--- src/rtl/branch_predictor_pkg.sv ---
// Shared counter encodings for the branch predictor.
// Imported by the table and the saturating-counter update logic.
package branch_predictor_pkg;

   localparam logic [1:0] BP_SNT = 2'b00;
   localparam logic [1:0] BP_WNT = 2'b01;
   localparam logic [1:0] BP_WT  = 2'b10;
   localparam logic [1:0] BP_ST  = 2'b11;

endpackage

--- src/rtl/branch_predictor_sat_counter2.sv ---
// Two-bit saturating counter next-state logic.
// Moves one step toward taken or not-taken, holding at either end.
module sat_counter2
   import branch_predictor_pkg::*;
(
   input  logic [1:0] ctr_i,
   input  logic       taken_i,
   output logic [1:0] ctr_o
);

   always_comb begin
      ctr_o = ctr_i;
      unique case (1'b1)
         taken_i && (ctr_i != BP_ST):   ctr_o = ctr_i + 2'd1;
         !taken_i && (ctr_i != BP_SNT): ctr_o = ctr_i - 2'd1;
         default:                       ctr_o = ctr_i;
      endcase
   end

endmodule

--- src/rtl/branch_predictor.sv ---
// Direct-mapped tagged 2-bit predictor with zero-latency guess,
// execute-stage training and wrapping branch/mispredict statistics.
module branch_predictor
   import branch_predictor_pkg::*;
#(
   parameter int PC_WIDTH   = 32,
   parameter int LINES      = 8,
   parameter int STAT_WIDTH = 32
) (
   input  logic                  clk,
   input  logic                  rst,
   input  logic [PC_WIDTH-1:0]   pc_guess,
   input  logic                  is_br_guess,
   output logic                  br_pred,
   input  logic [PC_WIDTH-1:0]   pc_check,
   input  logic                  is_br_check,
   input  logic                  br_taken_check,
   input  logic                  br_pred_check,
   output logic                  br_pred_correct,
   input  logic                  stats_clr,
   output logic [STAT_WIDTH-1:0] br_count,
   output logic [STAT_WIDTH-1:0] mispred_count
);

   localparam int IDX_BITS = $clog2(LINES);
   localparam int TAG_W    = PC_WIDTH - 2 - IDX_BITS;

   logic [LINES-1:0] valid_q, valid_d;
   logic [TAG_W-1:0] tag_q [LINES];
   logic [TAG_W-1:0] tag_d [LINES];
   logic [1:0]       ctr_q [LINES];
   logic [1:0]       ctr_d [LINES];

   logic [STAT_WIDTH-1:0] br_count_q, br_count_d;
   logic [STAT_WIDTH-1:0] mispred_count_q, mispred_count_d;

   logic [IDX_BITS-1:0] idx_g, idx_c;
   logic [TAG_W-1:0]    tag_g, tag_c;
   logic                hit_g, hit_c;
   logic                mispred;
   logic [1:0]          ctr_upd;
   logic                unused_pc_bits;

   assign idx_g = pc_guess[2 +: IDX_BITS];
   assign tag_g = pc_guess[PC_WIDTH-1 : 2+IDX_BITS];
   assign idx_c = pc_check[2 +: IDX_BITS];
   assign tag_c = pc_check[PC_WIDTH-1 : 2+IDX_BITS];
   assign unused_pc_bits = ^{pc_guess[1:0], pc_check[1:0]};

   // Guess reads registered state only, so a same-cycle train is not bypassed.
   assign hit_g   = valid_q[idx_g] && (tag_q[idx_g] == tag_g);
   assign br_pred = is_br_guess & hit_g & ctr_q[idx_g][1];

   assign hit_c           = valid_q[idx_c] && (tag_q[idx_c] == tag_c);
   assign mispred         = br_pred_check ^ br_taken_check;
   assign br_pred_correct = ~is_br_check | ~mispred;

   sat_counter2 u_sat (
      .ctr_i   (ctr_q[idx_c]),
      .taken_i (br_taken_check),
      .ctr_o   (ctr_upd)
   );

   always_comb begin
      valid_d = valid_q;
      tag_d   = tag_q;
      ctr_d   = ctr_q;
      if (is_br_check) begin
         if (hit_c) begin
            ctr_d[idx_c] = ctr_upd;
         end else begin
            valid_d[idx_c] = 1'b1;
            tag_d[idx_c]   = tag_c;
            ctr_d[idx_c]   = br_taken_check ? BP_WT : BP_WNT;
         end
      end
   end

   always_comb begin
      br_count_d      = br_count_q;
      mispred_count_d = mispred_count_q;
      if (stats_clr) begin
         br_count_d      = '0;
         mispred_count_d = '0;
      end else if (is_br_check) begin
         br_count_d = br_count_q + STAT_WIDTH'(1);
         if (mispred) mispred_count_d = mispred_count_q + STAT_WIDTH'(1);
      end
   end

   always_ff @(posedge clk or negedge rst) begin
      if (!rst) begin
         valid_q         <= '0;
         br_count_q      <= '0;
         mispred_count_q <= '0;
         for (int i = 0; i < LINES; i++) begin
            tag_q[i] <= '0;
            ctr_q[i] <= BP_WNT;
         end
      end else begin
         valid_q         <= valid_d;
         tag_q           <= tag_d;
         ctr_q           <= ctr_d;
         br_count_q      <= br_count_d;
         mispred_count_q <= mispred_count_d;
      end
   end

   assign br_count      = br_count_q;
   assign mispred_count = mispred_count_q;

endmodule

--- config.mk ---
export PLATFORM = sky130hd
export DESIGN_NAME = branch_predictor
export DESIGN_NICKNAME = d
export VERILOG_FILES = /design/src/rtl/branch_predictor_pkg.sv /design/src/rtl/branch_predictor_sat_counter2.sv /design/src/rtl/branch_predictor.sv
export SDC_FILE = /design/constraint.sdc
export NUM_CORES = 1
export LEC_CHECK = 0
export CORE_AREA = 3 3 171 173
export DETAILED_ROUTE_END_ITERATION = 6
export DIE_AREA = 0 0 174 176
export PLACE_DENSITY = 0.81
export SYNTH_ARGS = -nofsm -noshare
export SYNTH_HDL_FRONTEND = slang
export SYNTH_SLANG_ARGS = --single-unit
--- constraint.sdc ---
create_clock -name clk -period 5.8 [get_ports clk]
set_input_delay 1.16 -clock clk [delete_from_list [all_inputs] [get_ports clk]]
set_output_delay 1.16 -clock clk [all_outputs]
set_load 0.1 [all_outputs]
Word-level counts from Yosys, hierarchy flattened
Index checks and enable logic that the tools add are counted.

Output and inout port bits: 66. Word-level logic and storage cells: 87. Register bits after elaboration: 304. Input bits: 71.

Add/subtract/negate cells: 4. Muxes and demuxes: 33. Order comparisons: 6. Bitwise operators: 10. Eq/ne operators: 3. Reduce and logical (&&, ||, !) cells: 12.

Operators with widths (number): bitwise mux 216 bit (1); binary-select mux 27 bit (select 3 bit) (2); two-way mux 32 bit (5); two-way mux 27 bit (5); demux 27 bit (select 3 bit) (1); adder 32 x 1 -> 32 bit, second input constant (2); == test 27 bit (2); bitwise mux 16 bit (2); two-way mux 16 bit (1); binary-select mux 2 bit (select 3 bit) (2); two-way mux 2 bit (6); >= comparator 4 bit, second input constant (2); less-than comparator 3 x 4 -> 1 bit, second input constant (2); inverter 3 -> 4 bit (2); bitwise OR 8 bit (1); binary-select mux 1 bit (select 3 bit) (2); demux 2 bit (select 3 bit) (1); logical AND 1 bit (6); nonzero test 2 bit (3); less-than comparator 4 x 1 -> 1 bit, second input constant (1); one-hot mux 2 bit (2 select lines) (1); AND reduction 2 bit (2); demux 1 bit (select 3 bit) (1); >= comparator 3 x 1 -> 1 bit, second input constant (1); other kinds (9) (14).

Logic depth before layout (Yosys ltp)
Gate-level depths: netlist (run 1).

Depth in word-level cells: 9. Mapped depth: 13. Depth with buffers taken out: 9.

Modules after synthesis
From an unflattened synthesis (run 1), not the netlist that was laid out.

Cell total of the unflattened synthesis: 1288. Area, all modules: 16473.3 um^2.

By module, submodules not included: branch_predictor (cells each 1283, times used 1, seq. area each 7617.3 um^2, area an instance 16448.3 um^2); sat_counter2 (cells each 5, times used 1, seq. area each 0.0 um^2, area an instance 25.0 um^2).

Least setup slack after synthesis (run 1)
No wires, ideal clock.

Kind: input port to output port. Start point: input port pc_guess[2]. End point: output port br_pred. Arrival time: 6.381 ns. Cell stages on the path: 8. Data required time: 4.640 ns. Path slack: -1.741 ns. Path buffers: 3. Cells stage by stage: clkbuf_1 > buf_2 > buf_1 > mux4_2 > mux2i_1 > xor2_1 > nand4_1 > nor4_1.

Word-level cells in the longest chain between the ends: 8. Elaborated cells on any way between the ends: 13. Classes of those cells: 1 x eq/ne; 8 x mux; 3 x bitwise; 1 x reduce/logical.

Ends and longest elaborated chain: from (decl) (line branch_predictor.sv:12) `input logic [PC_WIDTH-1:0] pc_guess,`; inverter 3 -> 4 bit (implied by the code) (line branch_predictor.sv:51, branch_predictor.sv:52); binary-select mux 27 bit (select 3 bit) (line branch_predictor.sv:51) `assign hit_g = valid_q[idx_g] && (tag_q[idx_g] == tag_g);`; two-way mux 27 bit (implied by the code) (2 in a row) (line branch_predictor.sv:51); == test 27 bit (line branch_predictor.sv:51); logical AND 1 bit (line branch_predictor.sv:51); AND 1 bit (line branch_predictor.sv:52) `assign br_pred = is_br_guess & hit_g & ctr_q[idx_g][1];`; AND 1 bit * (line branch_predictor.sv:52); to (decl) (line branch_predictor.sv:14) `output logic br_pred,`.

Mark *: on every way between the ends. The rest lies on a longest branch, timed or not. The select of a mux whose other input is x is not followed.

Final worst setup path (run 1)
Start point: input port pc_guess[3]. End point: output port br_pred.

The elaborated chain is that of the path after synthesis.

==> results of run 1 <==
==> through the flow <==
step	hold slack (ns)	utilization
2_1_floorplan	0.451	-
3_3_place_gp	0.469	0.645
3_5_place_dp	0.475	0.645
4_1_cts	0.492	0.686
5_1_grt	0.509	0.686
6_report	0.488	0.686
==> worst max-delay path, stage by stage <==
cell	delay, ns
buf_2	0.54
buf_4	0.48
mux4_2	0.38
mux2i_1	0.22
xnor2_1	0.11
nor4_1	0.42
nand3_1	0.20
nor4_4	0.40
buf_12	0.22
==> layout by cell type (no fill, tap or decap), types with 13 or more instances in the layout <==
cell type / n
dfrtp_1: 296
mux2_2: 148
clkdlybuf4s50_1: 122
mux2i_1: 94
mux4_2: 84
nor2_1: 77
mux2_1: 77
xor2_1: 65
nand2_1: 49
clkbuf_16: 37
nand3_1: 35
xnor2_1: 33
buf_4: 27
a21oi_1: 25
o21ai_0: 22
nand4_1: 21
a22oi_1: 21
nand2b_1: 13
and3_1: 13
==> where the power goes <==
group          switching, mW  internal (mW)  total (mW)
logic                  0.552          0.704        1.26
registers              0.285           2.50        2.78
clock network          0.845           1.35        2.20
total                   1.68           4.55        6.23
==> layer usage <==
layer / vias to the layer above / GRT usage / share of wire
met5: - / 0 / 0
li1: 4856 / - / -
met2: 360 / 0.431 / 0.49
met4: 0 / 0.0717 / 0.021
met1: 5681 / 0.368 / 0.43
met3: 59 / 0.0508 / 0.065
==> kinds of logic (layout without fill, tap and decap cells) <==
kind of cell / count (synthesis) / in the layout
AOI/OAI and AO/OA: 92 / 92
adders and majority gates: 3 / 3
and+or+nand+nor: 264 / 264
DFF: 304 / 304
xor gates and xnor gates: 98 / 98
other: 0 / 1
muxes: 403 / 403
buffers and inverters: 106 / 229
==> flip-flops by register name (all words and copies together) (netlist names) <==
register,flops
valid_q,8
ctr_q,16
mispred_count,32
tag_q,216
br_count,32
==> worst min path at each step <==
stage                                       from                      to  slack (ns)  depth (start not counted)
final                       ctr_q[0]$_DFFE_PN1P_    ctr_q[0]$_DFFE_PN1P_        0.49                          2
after global routing      valid_q[6]$_DFFE_PN0P_  valid_q[6]$_DFFE_PN0P_        0.51                          1
after CTS                   ctr_q[0]$_DFFE_PN1P_    ctr_q[0]$_DFFE_PN1P_        0.49                          2
after detailed placement  valid_q[4]$_DFFE_PN0P_  valid_q[4]$_DFFE_PN0P_        0.48                          1
after global placement      ctr_q[8]$_DFFE_PN1P_    ctr_q[8]$_DFFE_PN1P_        0.47                          2
after floorplan           valid_q[3]$_DFFE_PN0P_  valid_q[3]$_DFFE_PN0P_        0.45                          1
==> layout make-up <==
cell class	count	area [µm²]
multi-input cells	860	8210
fillers	1967	8710
repair buffers	161	1580
diodes	1	2.50
inverters	9	33.8
flip-flops and latches	304	7620
clock inverters	6	82.6
clock buffers	53	1070
well taps	378	473
==> results.rst, run 1 <==
.. list-table::
   :header-rows: 1

   * - Metric
     - Value
   * - Horizontal die dimension
     - 174 µm
   * - Post-Route WL
     - 40,300 µm
   * - Post-synth top flop
     - dfrtp_1
   * - CTS tree
     - yes
   * - Worst-Margin Slew
     - 1.16 ns
   * - Post-synth top area share
     - 0.450
   * - Cell Area, Synth
     - 16,400 µm²
   * - Synth Net Count
     - 1,343
   * - Leakage
     - 8.00 nW
   * - Proportion of synthesized area in mux cells
     - 0.326
   * - Post-cts sizing count
     - 0
   * - Share of flip-flops with an asynchronous set or reset
     - 1.00
   * - Avg Inst Size Synth
     - 13.0 µm²
   * - Count of buffers inserted at the top-level ports
     - 132
   * - WP data arrival
     - 4.13 ns
   * - Number of max-cap violations
     - 0
   * - Number of instances in the placed design
     - 1,712
   * - Setup repair after global routing missed its margin
     - false
   * - Total negative setup slack
     - 0 ns
   * - Post-synthesis cell type count
     - 55
   * - Portion of the clock cycle consumed by the worst path in the final layout
     - 0.912
   * - Detailed Route Iter0 Violations
     - 917
   * - Main area contributors after synthesis
     - dfrtp_1 45%, mux4_2 12%, mux2_2 10%
   * - Clk Latency, worst-skew pair
     - 0.51 ns
   * - Dominant cell type by area after synthesis
     - dfrtp_1
   * - Kind of start point of the critical path
     - input port
   * - Synthesized netlist cell count
     - 1,270
   * - Overall Power
     - 6.23 mW
   * - HP Class
     - reg -> reg
   * - Slew Viols, Final
     - 0
   * - Fraction of layout instances using a drive strength above 1
     - 0.247
   * - Worst slew margin
     - 0.229
   * - Worst R2R Start
     - tag_q[59]$_DFFE_PN0P_
   * - Routed length per placed instance
     - 22.7 µm
   * - Worst Skew
     - 0.0142 ns
   * - Remaining routing DRC violations
     - 0
   * - Max rail drop VDD
     - 0.276 mV
   * - Overall die height
     - 176 µm
   * - Worst Setup Path Type
     - in -> out
   * - Final min period
     - 5.29 ns
   * - Post-place setup slack
     - 0.561 ns
   * - Launching instance or port of the critical path
     - pc_guess[3]
   * - Clock buffer count from CTS
     - 34
   * - Maximum number of buffers from clock root to sink
     - 3
   * - Achievable clock frequency
     - 189 MHz
   * - Most common library cells after synthesis
     - 296 x dfrtp_1, 148 x mux2_2, 94 x mux2i_1, 84 x mux4_2
   * - Simple-gate share of the synthesized area
     - 0.0827
   * - Non-filler cells, final
     - 1,772
   * - Core Footprint
     - 27,800 µm²
   * - Adder-Cell Fraction of Synth Area
     - 0.00213
   * - Sink count of the clock tree
     - 304
   * - Die Footprint
     - 30,600 µm²
   * - Result of the run
     - finished, final reports clean
   * - Fraction of the yosys area taken by sequential cells
     - 0.463
   * - CTS Hold Bufs
     - 0
   * - Total non-filler cell area in the finished layout
     - 19,100 µm²
   * - Dpl hpwl
     - 25,700 µm
   * - Hold Fails Final Rpt
     - 0
   * - Xor-xnor portion of the synthesized cell area
     - 0.0522
   * - Count of buffers added by post-CTS timing repair for setup
     - 0
   * - Initial antenna violation count
     - 1
   * - Count of nets left with antenna violations after detail routing
     - 0
   * - Count of vias placed by the detailed router
     - 11,000
   * - Wire length of the first global-routing pass
     - 63,600 µm
   * - Data required time of the critical path
     - 4.64 ns
   * - Number of global-route vias before repair
     - 11,200
   * - Flops & latches, synth
     - 304
   * - Setup slack of the most critical reg-to-reg path
     - 2.12 ns
   * - Total number of placement rows
     - 61
   * - Cell count of the worst reg-to-reg path
     - 8
   * - Total global routing track utilization
     - 0.264
   * - Cell Pwr Density
     - 327 nW/µm²
   * - Initial Utilization
     - 0.592
   * - Vias per inst
     - 6.18
   * - Final setup violating endpoints
     - 0
   * - H-Tree Level Count
     - 2
   * - Worst R2R End
     - tag_q[105]$_DFFE_PN0P_
   * - GR Overflow Total
     - 0
   * - Top-count cell post-synth
     - dfrtp_1
   * - Clock Root Buffer
     - clkbuf_16
   * - Share of the synthesized area in compound gates (AO/OA/AOI/OAI)
     - 0.0351
   * - Count of flip-flops with a built-in enable after synthesis
     - 0
   * - Synth warnings
     - 0
   * - Main combinational cell family by area after synthesis
     - multiplexers
   * - Pin count of the biggest net entering global routing
     - 111
   * - Largest fanout of any net on the critical path
     - 24
   * - Clock slew at reported path FFs
     - 0.06 ns
   * - Signed area change from the synthesized netlist to the final layout
     - 15.9%
   * - DRT Pass-1 Iters
     - 5
   * - Nets
     - 1,443
   * - Capturing element type of the critical path
     - output port
   * - End point of the critical path
     - br_pred
   * - Total cell area at the placement stage
     - 17,900 µm²
   * - Final weighted congestion in routability-driven placement
     - 0.859
   * - Final critical-path setup slack
     - 0.508 ns
   * - Number of ports placed on the die boundary
     - 137
No activity file was read; power rests on OpenSTA's default activity.
==> inputs of run 2 (changes only) <==
--- a/config.mk
+++ b/config.mk
@@ -5,6 +5,7 @@
 export SDC_FILE = /design/constraint.sdc
 export NUM_CORES = 1
 export LEC_CHECK = 0
+export CAP_MARGIN = 5
 export CORE_AREA = 3 3 171 173
 export DETAILED_ROUTE_END_ITERATION = 6
 export DIE_AREA = 0 0 174 176
==> results of run 2 <==
The final DEF is identical to that of run 1; final timing and power are the same.
==> inputs of run 3 (changes only) <==
--- a/config.mk
+++ b/config.mk
@@ -5,11 +5,13 @@
 export SDC_FILE = /design/constraint.sdc
 export NUM_CORES = 1
 export LEC_CHECK = 0
+export ABC_AREA = 1
 export CAP_MARGIN = 5
-export CORE_AREA = 3 3 171 173
+export CORE_AREA = 3 3 176 178
 export DETAILED_ROUTE_END_ITERATION = 6
-export DIE_AREA = 0 0 174 176
-export PLACE_DENSITY = 0.81
+export DIE_AREA = 0 0 179 181
+export HOLD_SLACK_MARGIN = 0.15
+export PLACE_DENSITY = 0.8
 export SYNTH_ARGS = -nofsm -noshare
 export SYNTH_HDL_FRONTEND = slang
 export SYNTH_SLANG_ARGS = --single-unit
==> run 3 against run 2 <==
Cell count rose by 67%; sequential power shrank 5%; worst hold slack lost 0.015 ns; clock skew grew 0.0028 ns; area after synthesis is 5.0% higher; clock power rose by 4%; fmax is 4.4% higher; synthesized cell count increased by 94%; largest cell class unchanged; power decreased by 2.3%.
==> results.rst, run 3 <==
.. list-table::
   :header-rows: 1

   * - Metric
     - Value
   * - Wire length of the first global-routing pass
     - 82,600 µm
   * - Detailed Route Iter0 Violations
     - 1,702
   * - Count of vias placed by the detailed router
     - 17,000
   * - Worst-Margin Slew
     - 1.03 ns
   * - GR Overflow Total
     - 0
   * - Overall die height
     - 181 µm
   * - Synthesized netlist cell count
     - 2,466
   * - Footprint of the multi-input gates
     - 7820 µm²
   * - Slew Viols, Final
     - 0
   * - Total internal power
     - 4.25 mW
   * - Top-count cell post-synth
     - nand2_1
   * - Top library cells by usage in the layout, fill and taps aside
     - 696 x nand2_1, 321 x inv_1, 296 x dfrtp_1
   * - Number of instances in the placed design
     - 2,890
   * - Kind of start point of the critical path
     - input port
   * - Total negative setup slack
     - 0 ns
   * - Share of flip-flops with an asynchronous set or reset
     - 1.00
   * - Reg with most FFs
     - tag_q
   * - Diode insertion count for antenna repair
     - 0
   * - Remaining routing DRC violations
     - 0
   * - Capturing element type of the critical path
     - output port
   * - Number of max-cap violations
     - 0
   * - Pin count of the biggest net entering global routing
     - 133
   * - Die Footprint
     - 32,400 µm²
   * - Leakage
     - 9.74 nW
   * - Post-synthesis cell type count
     - 40
   * - Clk Latency, worst-skew pair
     - 0.52 ns
   * - Signed area change from the synthesized netlist to the final layout
     - 15.8%
   * - Avg Inst Size Synth
     - 7.01 µm²
   * - Launch point of the worst hold path
     - valid_q[1]$_DFFE_PN0P_
   * - Fraction of layout instances using a drive strength above 1
     - 0.0511
   * - Clock buffer count from CTS
     - 36
   * - Vias per inst
     - 5.77
   * - Largest fanout of any net on the critical path
     - 27
   * - Worst slew margin
     - 0.311
   * - Leading cell type in the layout, fill and taps excluded
     - nand2_1
   * - Initial Utilization
     - 0.584
   * - Final setup violating endpoints
     - 0
   * - Setup repair after global routing missed its margin
     - false
   * - CTS tree
     - yes
   * - Achievable clock frequency
     - 197 MHz
   * - Most common library cells after synthesis
     - 696 x nand2_1, 322 x inv_1, 296 x dfrtp_1, 288 x o21ai_0, 174 x nand3_1
   * - Flops & latches, synth
     - 304
   * - Switching power summed over all nets
     - 1.85 mW
   * - Share of power burned in registers
     - 0.432
   * - Sink count of the clock tree
     - 304
   * - Non-filler cells, final
     - 2,952
   * - Synth warnings
     - 0
   * - Final weighted congestion in routability-driven placement
     - 0.896
   * - Clock slew at reported path FFs
     - 0.05 ns
   * - H-Tree Level Count
     - 2
   * - Flip-flop count of the largest register after layout
     - 216
   * - Sw frac
     - 0.303
   * - Nets
     - 2,611
   * - Core Footprint
     - 29,600 µm²
   * - CTS Hold Bufs
     - 0
   * - Portion of the clock cycle consumed by the worst path in the final layout
     - 0.874
   * - Count of buffers inserted at the top-level ports
     - 132
   * - Result of the run
     - finished, final reports clean
   * - Maximum number of buffers from clock root to sink
     - 3
   * - Max rail drop VDD
     - 0.187 mV
   * - Horizontal die dimension
     - 179 µm
   * - Worst R2R Start
     - tag_q[181]$_DFFE_PN0P_
   * - Initial antenna violation count
     - 0
   * - Routed length per placed instance
     - 17.6 µm
   * - Storage cell area
     - 7620 µm²
   * - WP data arrival
     - 3.91 ns
   * - Fraction of the yosys area taken by sequential cells
     - 0.441
   * - Dpl hpwl
     - 31,700 µm
   * - Data required time of the critical path
     - 4.64 ns
   * - Final min period
     - 5.07 ns
   * - Cell Pwr Density
     - 305 nW/µm²
   * - Launching instance or port of the critical path
     - pc_guess[3]
   * - Post-cts sizing count
     - 0
   * - Post-Route WL
     - 52,000 µm
   * - Dominant cell type by area after synthesis
     - dfrtp_1
   * - Count of flip-flops with a built-in enable after synthesis
     - 0
   * - Cell Area, Synth
     - 17,300 µm²
   * - Main area contributors after synthesis
     - dfrtp_1 43%, nand2_1 15%, o21ai_0 8.3%
   * - Worst Skew
     - 0.0171 ns
   * - DRT Pass-1 Iters
     - 6
   * - Post-synth top area share
     - 0.429
   * - Number of global-route vias before repair
     - 16,400
   * - Count of nets left with antenna violations after detail routing
     - 0
   * - Synth Net Count
     - 2,539
   * - Layout filler cell count
     - 2,470
   * - Hold Fails Final Rpt
     - 0
   * - Post-synth top flop
     - dfrtp_1
   * - Total number of placement rows
     - 63
   * - Count of buffers added by post-CTS timing repair for setup
     - 0
   * - Worst Setup Path Type
     - in -> out
   * - Combinational power share
     - 0.192
   * - Number of ports placed on the die boundary
     - 137
   * - HP Class
     - reg -> reg
   * - Total global routing track utilization
     - 0.319
   * - Clock share of power
     - 0.376
   * - Clock Root Buffer
     - clkbuf_16
==> run 3: cell count changes after synthesis, moves of 28 or more <==
cell | previous run | this run
o21ai_0 | 22 | 288
inv_1 | 8 | 322
mux4_2 | 84 | 0
buf_2 | 15 | 55
nor2_1 | 77 | 158
mux2_1 | 77 | 0
buf_1 | 31 | 3
mux2_2 | 148 | 0
mux2i_1 | 94 | 0
nand2_1 | 49 | 696
nand3_1 | 35 | 174
xor2_1 | 65 | 8
a21oi_1 | 25 | 153
o21ai_1 | 0 | 114
==> run 3: cell type report <==
cell class / count / area share
clock buffers: 54 / 0.0550
clock inverters: 8 / 0.00494
inverters: 328 / 0.0615
multi-input cells: 1709 / 0.391
flip-flops and latches: 304 / 0.381
well taps: 390 / 0.0244
repair buffers: 159 / 0.0825
==> run 3: critical path: stages <==
cell,delay [ns]
buf_2,0.52
clkinv_1,0.18
buf_4,0.26
a21oi_1,0.13
o21ai_0,0.09
nand3_1,0.12
nand2_1,0.10
xnor2_1,0.31
nand2_1,0.09
nor3_1,0.30
nand3_1,0.16
nor2_1,0.25
buf_12,0.21
==> run 3: power groups by stage <==
stage,combinational [mW],sequential (mW),clock (mW)
final,1.17,2.63,2.29
after global routing,1.32,2.67,2.42
after CTS,1.15,2.62,2.31
after detailed placement,1.14,2.66,0
after global placement,1.10,2.64,0
after floorplan,0.796,2.63,0
==> run 3: final timing paths <==
check | cells past startpoint | end | slack, ns
setup / recovery | 13 | br_pred | 0.73
hold / removal | 2 | valid_q[1]$_DFFE_PN0P_ | 0.47
setup reg to reg | 15 | tag_q[166]$_DFFE_PN0P_ | 3.01
hold reg to reg | 2 | valid_q[1]$_DFFE_PN0P_ | 0.47
max in group asynchronous | 2 | tag_q[128]$_DFFE_PN0P_ | 4.08
min in group asynchronous | 1 | tag_q[70]$_DFFE_PN0P_ | 0.63
==> run 3: logic make-up (layout without fill, tap and decap cells) <==
kind of cell,after synthesis,after routing,synth area share
simple gates,1091,1091,0.262
compound gates,600,600,0.181
buf+inv,453,549,0.106
flops,304,304,0.441
xor+xnor,16,16,0.00811
fa+ha+maj,2,2,0.00145
==> run 3: metal layers <==
layer | wire, µm | up-vias | global-route usage
met3 | 5190 | 167 | 0.0588
li1 | - | 8068 | -
met4 | 2190 | 0 | 0.147
met5 | 0 | - | 0
met2 | 23800 | 872 | 0.506
met1 | 20700 | 7938 | 0.423
==> run 3: per-stage QoR <==
| stage | cell area, µm² | hold slack [ns] | worst slack [ns] | utilization | total power [mW] |
|---|---|---|---|---|---|
| 2_1_floorplan | 17300 | 0.430 | 0.650 | - | 3.42 |
| 3_3_place_gp | 18800 | 0.452 | 0.838 | 0.636 | 3.74 |
| 3_5_place_dp | 18800 | 0.460 | 0.826 | 0.636 | 3.80 |
| 4_1_cts | 20000 | 0.474 | 0.825 | 0.677 | 6.09 |
| 5_1_grt | 20000 | 0.502 | 0.526 | 0.677 | 6.42 |
| 6_report | 20000 | 0.473 | 0.731 | 0.677 | 6.09 |
